$ cat config.mk
export PLATFORM = sky130hd
export DESIGN_NAME = rsa_encrypt
export DESIGN_NICKNAME = d
export VERILOG_FILES = /design/src/rtl/rsa_encrypt.sv
export SDC_FILE = /design/constraint.sdc
export NUM_CORES = 1
export LEC_CHECK = 0
export ABC_AREA = 1
export CAP_MARGIN = 20
export CORE_ASPECT_RATIO = 0.5
export CORE_MARGIN = 2
export CORE_UTILIZATION = 40
export CTS_BUF_LIST = sky130_fd_sc_hd__clkbuf_8
export DETAILED_ROUTE_END_ITERATION = 16
export PLACE_DENSITY = 0.57
export SYNTH_ARGS = -nofsm -noshare
export SYNTH_HDL_FRONTEND = slang
export SYNTH_SLANG_ARGS = --single-unit
$ cat constraint.sdc
create_clock -name clk -period 4.15 [get_ports clk]
set_input_delay 1.0375 -clock clk [delete_from_list [all_inputs] [get_ports clk]]
set_output_delay 1.0375 -clock clk [all_outputs]
set_load 0.005 [all_outputs]
$ cat src/rtl/rsa_encrypt.sv
// rsa_encrypt: computes c = m^e mod n using right-to-left square-and-multiply.
// Each modular product is formed bit-serially (interleaved shift/add/reduce),
// one multiplier bit per clock. The latency does not depend on the data:
// every exponent bit costs one MUL_R pass and one MUL_B pass of WIDTH steps.
//
// state | meaning
// ------+------------------------------------------------------------------
// IDLE  | waiting for start; operands are captured on the accepting edge
// MUL_R | P = result * base mod n; result takes P only when ebits[0] = 1
// MUL_B | P = base * base mod n; base takes P, the exponent shifts right
// DONE  | publishes c/err and pulses flag for one cycle
module rsa_encrypt #(
  parameter int WIDTH = 12
) (
  input  logic             clk,
  input  logic             rst_n,
  input  logic             start,
  input  logic [WIDTH-1:0] m,
  input  logic [WIDTH-1:0] e,
  input  logic [WIDTH-1:0] n,
  output logic [WIDTH-1:0] c,
  output logic             busy,
  output logic             flag,
  output logic             err
);

  localparam int CW = $clog2(WIDTH + 1);

  typedef enum logic [1:0] {
    IDLE  = 2'd0,
    MUL_R = 2'd1,
    MUL_B = 2'd2,
    DONE  = 2'd3
  } state_t;

  state_t           state_q, state_d;
  logic [WIDTH-1:0] n_q, n_d;
  logic [WIDTH-1:0] base_q, base_d;
  logic [WIDTH-1:0] result_q, result_d;
  logic [WIDTH-1:0] ebits_q, ebits_d;
  logic [WIDTH-1:0] p_q, p_d;
  logic [CW-1:0]    step_q, step_d;
  logic [CW-1:0]    idx_q, idx_d;
  logic             err_pend_q, err_pend_d;
  logic [WIDTH-1:0] c_q, c_d;
  logic             err_q, err_d;
  logic             flag_q, flag_d;
  logic             busy_q, busy_d;

  logic [WIDTH-1:0] a_op;
  logic [CW-1:0]    bit_sel;
  logic             a_bit;
  logic [WIDTH:0]   n_ext;
  logic [WIDTH:0]   dbl;
  logic [WIDTH:0]   red1;
  logic [WIDTH:0]   add;
  logic [WIDTH:0]   red2;
  logic [WIDTH-1:0] p_next;
  logic             last_step;
  logic             last_bit;
  logic             op_err;

  // One interleaved multiply step: double, reduce, conditionally add base, reduce.
  // Both operands stay below n, so every intermediate fits in WIDTH+1 bits.
  always_comb begin
    a_op      = (state_q == MUL_B) ? base_q : result_q;
    bit_sel   = CW'(WIDTH - 1) - step_q;
    a_bit     = a_op[bit_sel];
    n_ext     = {1'b0, n_q};
    dbl       = {p_q, 1'b0};
    red1      = (dbl >= n_ext) ? (dbl - n_ext) : dbl;
    add       = a_bit ? (red1 + {1'b0, base_q}) : red1;
    red2      = (add >= n_ext) ? (add - n_ext) : add;
    p_next    = WIDTH'(red2);
    last_step = (step_q == CW'(WIDTH - 1));
    last_bit  = (idx_q == CW'(WIDTH - 1));
    op_err    = (n < WIDTH'(2)) || (m >= n);
  end

  // Next-state and register updates for the sequencer and datapath.
  always_comb begin
    state_d    = state_q;
    n_d        = n_q;
    base_d     = base_q;
    result_d   = result_q;
    ebits_d    = ebits_q;
    p_d        = p_q;
    step_d     = step_q;
    idx_d      = idx_q;
    err_pend_d = err_pend_q;
    c_d        = c_q;
    err_d      = err_q;
    flag_d     = 1'b0;
    busy_d     = busy_q;

    unique case (state_q)
      IDLE: begin
        if (start) begin
          n_d      = n;
          base_d   = m;
          ebits_d  = e;
          result_d = WIDTH'(1);
          p_d      = '0;
          step_d   = '0;
          idx_d    = '0;
          busy_d   = 1'b1;
          if (op_err) begin
            err_pend_d = 1'b1;
            state_d    = DONE;
          end else begin
            err_pend_d = 1'b0;
            state_d    = MUL_R;
          end
        end
      end

      MUL_R: begin
        p_d    = p_next;
        step_d = step_q + CW'(1);
        if (last_step) begin
          // The multiply always runs its full length; only the write-back is gated.
          if (ebits_q[0]) begin
            result_d = p_next;
          end
          p_d     = '0;
          step_d  = '0;
          state_d = MUL_B;
        end
      end

      MUL_B: begin
        p_d    = p_next;
        step_d = step_q + CW'(1);
        if (last_step) begin
          base_d  = p_next;
          ebits_d = ebits_q >> 1;
          idx_d   = idx_q + CW'(1);
          p_d     = '0;
          step_d  = '0;
          state_d = last_bit ? DONE : MUL_R;
        end
      end

      DONE: begin
        c_d     = err_pend_q ? '0 : result_q;
        err_d   = err_pend_q;
        flag_d  = 1'b1;
        busy_d  = 1'b0;
        state_d = IDLE;
      end

      default: begin
        state_d = IDLE;
      end
    endcase
  end

  // State and datapath registers with synchronous active-low reset.
  always_ff @(posedge clk) begin
    if (!rst_n) begin
      state_q    <= IDLE;
      n_q        <= '0;
      base_q     <= '0;
      result_q   <= '0;
      ebits_q    <= '0;
      p_q        <= '0;
      step_q     <= '0;
      idx_q      <= '0;
      err_pend_q <= 1'b0;
      c_q        <= '0;
      err_q      <= 1'b0;
      flag_q     <= 1'b0;
      busy_q     <= 1'b0;
    end else begin
      state_q    <= state_d;
      n_q        <= n_d;
      base_q     <= base_d;
      result_q   <= result_d;
      ebits_q    <= ebits_d;
      p_q        <= p_d;
      step_q     <= step_d;
      idx_q      <= idx_d;
      err_pend_q <= err_pend_d;
      c_q        <= c_d;
      err_q      <= err_d;
      flag_q     <= flag_d;
      busy_q     <= busy_d;
    end
  end

  assign c    = c_q;
  assign err  = err_q;
  assign flag = flag_q;
  assign busy = busy_q;

endmodule
Yosys cells after proc, flatten, opt, wreduce, memory -nomap -nowiden
Cells that the tools add are included.
{ "word_totals": {"register_bits": 86, "inputBits": 39, "output_inout_bits": 15, "wordCells": 81} }
{ "classes": {"addsub": 6, "magnitude_cmp": 5, "eq_ne": 9, "n_mux": 35, "n_reduce_logical": 13} }
{ "ops": {"columns": ["cell", "count"], "rows": [
  ["$mux 12", 12],
  ["$pmux 12 s2", 4],
  ["$ge 13x12->1", 2],
  ["$mux 13", 2],
  ["$pmux 4 s2", 2],
  ["$add 13x12->13", 1],
  ["$sub 13x12->13", 1],
  ["$ge 12x12->1", 1],
  ["$lt 12x2->1 const B", 1],
  ["$mux 4", 3],
  ["$sub 12x12->12", 1],
  ["$mux 2", 5],
  ["$add 4x1->4 const B", 2],
  ["$eq 4x4->1 const B", 2],
  ["$ne 2x2->1 const B", 4],
  ["$pmux 2 s4", 1],
  ["$reduce_bool 2->1", 4],
  ["$reduce_and 2->1", 3],
  ["$reduce_and 3->1", 2],
  ["$lt 4x5->1 const B", 1],
  ["$bmux 1 s4", 1],
  ["$eq 2x2->1 const B", 2],
  ["$mux 1", 4],
  ["$reduce_and 4->1", 1],
  ["6 further kinds", 6]
]} }

Longest topological paths before layout
Gate-level depths: netlist (run 1).
{ "depth": {"ltp_word": 10, "ltp_mapped": 38, "depth_no_buf": 36} }

Worst setup path before layout (run 1)
OpenSTA, ideal clock, no wires.
{ "synth_timing": {"path_kind": "reg2reg", "startpoint": "register n_q[1]", "endpoint": "register base_q[2]", "setup_ps": 70, "arrival_time_ps": 4349, "t_required_ps": 4080, "setup_slack_ps": -269, "stages_incl_launch_ff": 33, "n_path_buf": 2, "synth_period_minus_slack_ps": 4419, "cell_sequence": "dfxtp_1 > inv_1 > ha_1 > ha_1 > inv_1 > nor2_1 > nand4_1 > nand3_2 > inv_1 > buf_2 > nand2_1 > o21ai_0 > ha_1 > nand2_1 > nand2_1 > o21bai_1 > or2_2 > nand3_1 > nand2_1 > ha_1 > inv_1 > nor3_1 > nand2_1 > nand2_1 > a21oi_1 > o21ai_0 > nand2_1 > nand3_4 > buf_6 > nand2_1 > nand3_1 > nand2_1 > a21oi_1"} }
{ "synth_between": {"elab_chain_len": 8, "elab_cells_between_ends": 10, "classes_between": "3 x add/sub; 2 x order compare; 5 x mux"} }
{ "synth_rtl": {"columns": ["element", "line_no", "text"], "rows": [
  ["start, declared", "37", "logic [WIDTH-1:0] n_q, n_d;"],
  ["start signal, assigned", "176", "n_q <= n_d;"],
  ["$sub 13x12->13 / $ge 13x12->1 (equally long branches)", "71", "red1 = (dbl >= n_ext) ? (dbl - n_ext) : dbl;"],
  ["$mux 13", "71", null],
  ["$add 13x12->13", "72", "add = a_bit ? (red1 + {1'b0, base_q}) : red1;"],
  ["$mux 13", "72", null],
  ["$sub 12x12->12 / $ge 13x12->1 (equally long branches)", "73", "red2 = (add >= n_ext) ? (add - n_ext) : add;"],
  ["$mux 12 (*)", "73", null],
  ["$mux 12 (*)", "134", "if (last_step) begin"],
  ["$pmux 12 s2 (*)", "96", "unique case (state_q)"],
  ["end signal, assigned", "177", "base_q <= base_d;"],
  ["end, declared", "38", "logic [WIDTH-1:0] base_q, base_d;"]
]} }
Mark *: on every way between the ends. The rest lies on a longest branch, timed or not. The select of a mux whose other input is x is not followed.
A chain may end at the register's enable or synchronous reset.

Worst setup path after layout (run 1)
{ "layout_timing": {"startpoint": "register p_q[0]", "endpoint": "register result_q[0]"} }
{ "layout_between": {"elab_chain_len": 9, "elab_cells_between_ends": 11, "classes_between": "3 x add/sub; 2 x order compare; 6 x mux"} }
{ "layout_rtl": {"columns": ["element", "line_no", "text"], "rows": [
  ["start, declared", "41", "logic [WIDTH-1:0] p_q, p_d;"],
  ["start signal, assigned", "180", "p_q <= p_d;"],
  ["$sub 13x12->13 / $ge 13x12->1 (equally long branches)", "71", null],
  ["$mux 13 (*)", "71", null],
  ["$add 13x12->13", "72", null],
  ["$mux 13 (*)", "72", null],
  ["$ge 13x12->1 / $sub 12x12->12 (equally long branches)", "73", null],
  ["$mux 12 (*)", "73", null],
  ["$mux 12 (*)", "122", "if (ebits_q[0]) begin"],
  ["$mux 12 (*)", "120", "if (last_step) begin"],
  ["$pmux 12 s2 (*)", "96", null],
  ["end signal, assigned", "178", "result_q <= result_d;"],
  ["end, declared", "39", "logic [WIDTH-1:0] result_q, result_d;"]
]} }
Marks and branches as above.

==> results by group, run 1 <==
Critical path
  • Data arrival time of the worst path: 4940 ps
  • Setup crit start kind: flip-flop
  • R2R setup slack: -510 ps
  • Worst Path Required: approximately 4400 ps
  • Setup crit end kind: flip-flop
  • CP most frequent cell: nand2_2
  • CP peak stage delay: 390 ps
  • Setup CP Type: flip-flop to flip-flop
  • Slowest-stage cell, CP: dfxtp_2
  • Crit path max fanout: 7

GRT
  • GRT Residual Overflow: 0
  • Via count of the first global-routing pass: 7463
  • Met2 usage: between 40% and 50%
  • Largest net degree at the start of global routing: 56
  • Initial antenna violation count: 0
  • Total GRT Usage: between 20% and 30%
  • First-pass GRT wire length: roughly 39000 um
  • Global route hottest layer: met2
  • M1 GR Usage: 42.03%
  • M3 GR Usage: 6.047%

Synth
  • Seq/Total Area, Yosys: around a quarter
  • Syn. warnings: 0
  • Synth Flop Type: dfxtp_1
  • Mean Syn Cell Area: around 6.3 um2
  • Synth area leaders: dfxtp_1 (26%), nand2_1 (19%), ha_1 (11%)
  • Gate Count Post-Synth: 1033
  • Post-synth EDFFs: 0
  • Synth async-reset ratio: 0%
  • Syn Nets: about 1100
  • Largest area contributor in the netlist: dfxtp_1
  • Area share of the largest cell type after synthesis: 26.46%
  • Flops & latches, synth: 86
  • Synthesized area: 0.006507 mm2
  • Yosys cell types: 37

Finish
  • Syn-to-layout area delta: 57.84%
  • # diodes: 0
  • Final Instance Area: between 0.01 and 0.015 mm2
  • FILL cells: 1372
  • Final nets: 1361
  • Most common cell after layout, fill and taps aside: nand2_1
  • Proportion of layout cells with a drive suffix above 1: about 38%
  • Commonest cells after routing, fill and taps aside: nand2_1 (251), buf_4 (186), inv_1 (106)

Routing
  • ANT nets after route: 0
  • WL/cell: 17.03 um
  • Drt first-iter violations: between 400 and 500
  • Vias/cell: ~5.2
  • DRT Pass-1 Iters: 6
  • DRC violation count after routing: 0
  • WL final: roughly 25000 um
  • Vias post-DR: ~8000

Clock network
  • Clock latency on the worst-skew pair: 400 ps
  • H-tree levels: 3
  • CTS sink cnt: 86
  • CTS tree: yes
  • Hold-fix buffers, CTS: 0
  • Root buffer cell: clkbuf_8
  • Clock Pin Slew Worst Setup and Hold Paths: 110 ps
  • CTS Buf Count: 9
  • Clk buf depth: 2

Timing
  • Final setup fails: 36
  • Worst relative slew slack: 46.21%
  • RSZ-0062 raised after global routing: yes
  • Peak Freq: 214.8 MHz
  • Worst setup margin: -505.9 ps
  • Max-slew violation count: 0
  • Worst Tran Pin Value: 803.9 ps
  • Final min period: 4656 ps
  • Crit share post-route: 112.2%
  • Hold Violations, Final: 0
  • Layout Skew: 19.20 ps

Placement
  • GPL Wtd Cong: between 0.9 and 1
  • Hpwl dp: 18240 um
  • Placed cell areas: about 0.0084 mm2
  • PortBufs: 53

Worst hold path
  • Hold Path Class: flip-flop to flip-flop

Floorplan
  • Die ar.: around 0.017 mm2
  • # rows: 32
  • Starting Density: 41.57%
  • DIE HEIGHT: about 94 um
  • Core Region: 0.01566 mm2
  • I/O Pins: 54
  • Die width: ~180 um

Flow run
  • Max cap viols: 0

Outcome
  • Failing checks: negative setup slack
  • Outcome: finished, violations left
-- worst max-delay path: cells and delay by family (launching register included) --
| family | cells | cell delay, ps |
|---|---|---|
| xor+xnor | 1 | 200 |
| compound gates | 5 | 600 |
| buf+inv | 5 | 560 |
| simple gates | 17 | 1780 |
| flops | 1 | 390 |
| fa+ha+maj | 4 | 1000 |
-- routing by layer --
layer	wire length [um]	share of wire, %
met4	558	2.2
met1	12550	49
met3	1783	7.0
met5	0	0
met2	10490	41
-- layout make-up --
cell class	count	area (um2)	area share, %
Clock buffer	9	123.9	1.206
Clock inverter	7	81.33	0.7918
Inverter	130	499.2	4.861
Multi-Input combinational cell	779	5381	52.39
Sequential cell	86	1735	16.90
Tap cell	221	276.5	2.692
Timing Repair Buffer	257	2166	21.09
Timing Repair inverter	1	7.507	0.07309
-- cell usage after synthesis (3+ instances only) --
cell      count
nand2_2      10
a211oi_1      3
o21ai_1       4
o21bai_1      6
ha_1         55
xor2_1       14
buf_4         3
clkbuf_1     23
or2_2         3
fa_1          3
nand3_1      93
xnor2_1      11
buf_1         4
a21oi_1      94
nand2_1     322
a31oi_1      17
inv_1       128
buf_2         5
nand4_1      17
dfxtp_1      86
nor2_1       57
buf_6         3
nor4_1        3
nor3_1        7
o21ai_0      46
-- sequential cells by signal, summed over array words and instances (netlist names), 4 cells and up --
name	flops
ebits_q	12
idx_q	4
result_q	12
p_q	12
base_q	12
c	12
step_q	4
n_q	12
-- stage by stage --
step	setup WS, ps	utilization, %	hold slack [ps]	instances	TNS [ps]
after detailed placement	-647.3	53.96	457.1	1421	-18830
after CTS	-257.5	62.13	471.6	1473	-7917
final	-505.9	65.61	467.2	1490	-15760
after global placement	-647.6	53.96	454.3	1421	-17640
after global routing	-714.8	65.61	487.7	1490	-23180
after floorplan	0.4556	-	441.2	1033	0
-- what timing repair did --
item / CTS / global route
setup endpoints to repair: 36 / 36
setup buffers: 35 / 17
resized for setup: 181 / 103
pin swaps: 83 / 79
gates cloned: 4 / 0
-- final timing paths --
| kind | from | to | cells after the start |
|---|---|---|---|
| worst max-delay path | p_q[0] | result_q[0] | 32 |
| worst min-delay path | c[9] | c[9] | 2 |
| worst max register to register | p_q[0] | result_q[0] | 32 |
| worst min register to register | c[9] | c[9] | 2 |
-- logic make-up after synthesis --
family                     after synthesis  synth area share [%]
AOI/OAI and AO/OA                      178                 14.75
xor gates and xnor gates                25                 3.365
adders and majority gates               58                 11.50
buffers and inverters                  168                 10.31
DFF                                     86                 26.46
and+or+nand+nor                        518                 33.63
Power of run 1 is not shown: default switching activity piles up to over one toggle a cycle in this logic, so the estimate is an artifact.
==> run 2, diff against run 1 <==
Settings changed: SETUP_SLACK_MARGIN set to 0.05.
==> run 2 against run 1 <==
Effect of this change: the run still ends with negative setup slack left; final cell count stayed put; sequential share of layout area increased by 0.55 points; register-to-register slack about the same; cell area is 3.2% lower; utilization fell by 2.1 points; via count is 1.0% lower; clock skew down 8.0 ps; non-clock buffer count stayed put; wire length fell by 0.38%; sequential cell count unchanged; global-route usage up 0.31 points; first-iteration DRC count up 52%.
==> results by group, run 2 (synthesis results as in run 1) <==
Outcome
  • Outcome: finished, violations left
  • Failing checks: negative setup slack

Floorplan
  • DIE HEIGHT: 94.19 um
  • Core Region: around 0.016 mm2
  • Die width: 184.4 um
  • Starting Density: around two fifths
  • I/O Pins: 54
  • # rows: 32
  • Die ar.: 0.01737 mm2

Critical path
  • Worst setup path endpoint: result_q[6]
  • R2R Path Start: n_q[11]
  • CP peak stage delay: 340 ps
  • Worst Path Required: 4460 ps
  • Data arrival time of the worst path: between 4000 and 5000 ps
  • Setup crit end kind: flip-flop
  • Reg2Reg Depth: 30
  • Setup CP Type: flip-flop to flip-flop
  • Crit path max fanout: 6
  • Reg-to-reg endpoint: result_q[6]
  • Setup crit start kind: flip-flop
  • R2R setup slack: -490 ps
  • Slowest-stage cell, CP: dfxtp_2
  • Crit path from: n_q[11]

Placement
  • Hpwl dp: 19080 um
  • PortBufs: 53
  • Pre-CTS setup slack: -714.5 ps
  • GPL Wtd Cong: roughly 0.98
  • Placed cell areas: approximately 0.0085 mm2
  • Cell count after placement: 1430

GRT
  • Via count of the first global-routing pass: ~7400
  • GRT Residual Overflow: 0
  • Largest net degree at the start of global routing: 56
  • First-pass GRT wire length: about 39000 um
  • Total GRT Usage: between 20% and 30%
  • Initial antenna violation count: 0

Routing
  • WL/cell: 16.96 um
  • Vias post-DR: 7721
  • Drt first-iter violations: slightly below 700
  • DRC violation count after routing: 0
  • DRT Pass-1 Iters: 5
  • ANT nets after route: 0
  • WL final: roughly 25000 um
  • Vias/cell: between 5 and 6

Finish
  • Register area: between 0.0015 and 0.002 mm2
  • FILL cells: 1471
  • Multi-input gate area: 0.005097 mm2
  • Commonest cells after routing, fill and taps aside: nand2_1 (275), buf_4 (188), inv_1 (107)
  • Final nets: around 1400
  • Post-Layout Cell Count: 1490
  • Most common cell after layout, fill and taps aside: nand2_1
  • Syn-to-layout area delta: 52.78%
  • Final Instance Area: 0.009942 mm2
  • # diodes: 0
  • Proportion of layout cells with a drive suffix above 1: 33.49%

Timing
  • Worst setup margin: -493.4 ps
  • Crit share post-route: 111.9%
  • Peak Freq: 215.4 MHz
  • Worst relative slew slack: approximately 29%
  • Final setup fails: 36
  • RSZ-0062 raised after global routing: yes
  • Worst Tran Pin Value: 1069 ps
  • Max-slew violation count: 0
  • Final min period: 4643 ps
  • Hold Violations, Final: 0
  • Setup TNS: -14770 ps
  • Layout Skew: 11.19 ps

Clock network
  • Hold-fix buffers, CTS: 0
  • Clock latency on the worst-skew pair: 380 ps
  • Clk buf depth: 2
  • Clock Pin Slew Worst Setup and Hold Paths: 100 ps
  • CTS tree: yes
  • CTS sink cnt: 86
  • Root buffer cell: clkbuf_8
  • CTS Buf Count: 9
  • H-tree levels: 3

Worst hold path
  • Hold Path Class: flip-flop to flip-flop

Flow run
  • Max cap viols: 0
-- run 2: cell types whose count changed in the layout (fill, tap and decap cells not counted), sizes merged --
cell	change
clkinv	-3
clkinvlp	+1
inv	+2
-- run 2: critical path: cells and delay by family, from the launching register on --
family                   cells  cell delay [ps]
adder cells (fa/ha/maj)      3              870
flip-flops                   1              340
XOR/XNOR                     1               90
buffers and inverters        5              630
AO/OA/AOI/OAI                6              870
AND/OR/NAND/NOR             15             1780
-- run 2: routing by layer --
layer,up-vias,GRT usage (%),part of all wire (%)
met5,-,0,0
met4,0,7.400,2.1
met3,31,5.155,6.4
met2,236,45.83,42
met1,3630,43.09,50
li1,3824,-,-
-- run 2: metrics by stage --
step	hold slack, ps	util, %
finish	470.2	63.51
global route	492.2	63.51
CTS	468.9	61.57
detailed placement	459.5	54.60
global placement	453.6	54.60
floorplan	441.2	-
-- run 2: cell type report --
class	instances	share of cell area [%]
Timing Repair inverter	1	0.07551
Sequential cell	86	17.44
Inverter	130	4.958
Clock inverter	7	0.7929
Tap cell	221	2.781
Multi-Input combinational cell	779	51.27
Clock buffer	9	1.246
Timing Repair Buffer	257	21.43
-- run 2: how the worst min path moves through the flow --
stage          cells after the start           to   startpoint  slack [ps]
6_report                           2   ebits_q[1]   ebits_q[2]         470
5_1_grt                            2   ebits_q[3]   ebits_q[4]         490
4_1_cts                            2   ebits_q[1]   ebits_q[2]         470
3_5_place_dp                       2         c[6]         c[6]         460
3_3_place_gp                       2         c[8]         c[8]         450
2_1_floorplan                      2  ebits_q[11]  ebits_q[11]         440
-- run 2: what timing repair did --
item	CTS	global route
endpoints found under the setup margin	36	36
buffers inserted	36	6
gates resized for setup	135	60
gates cloned	2	1
pin swaps	40	24
Power of run 2 is left out for the same reason.
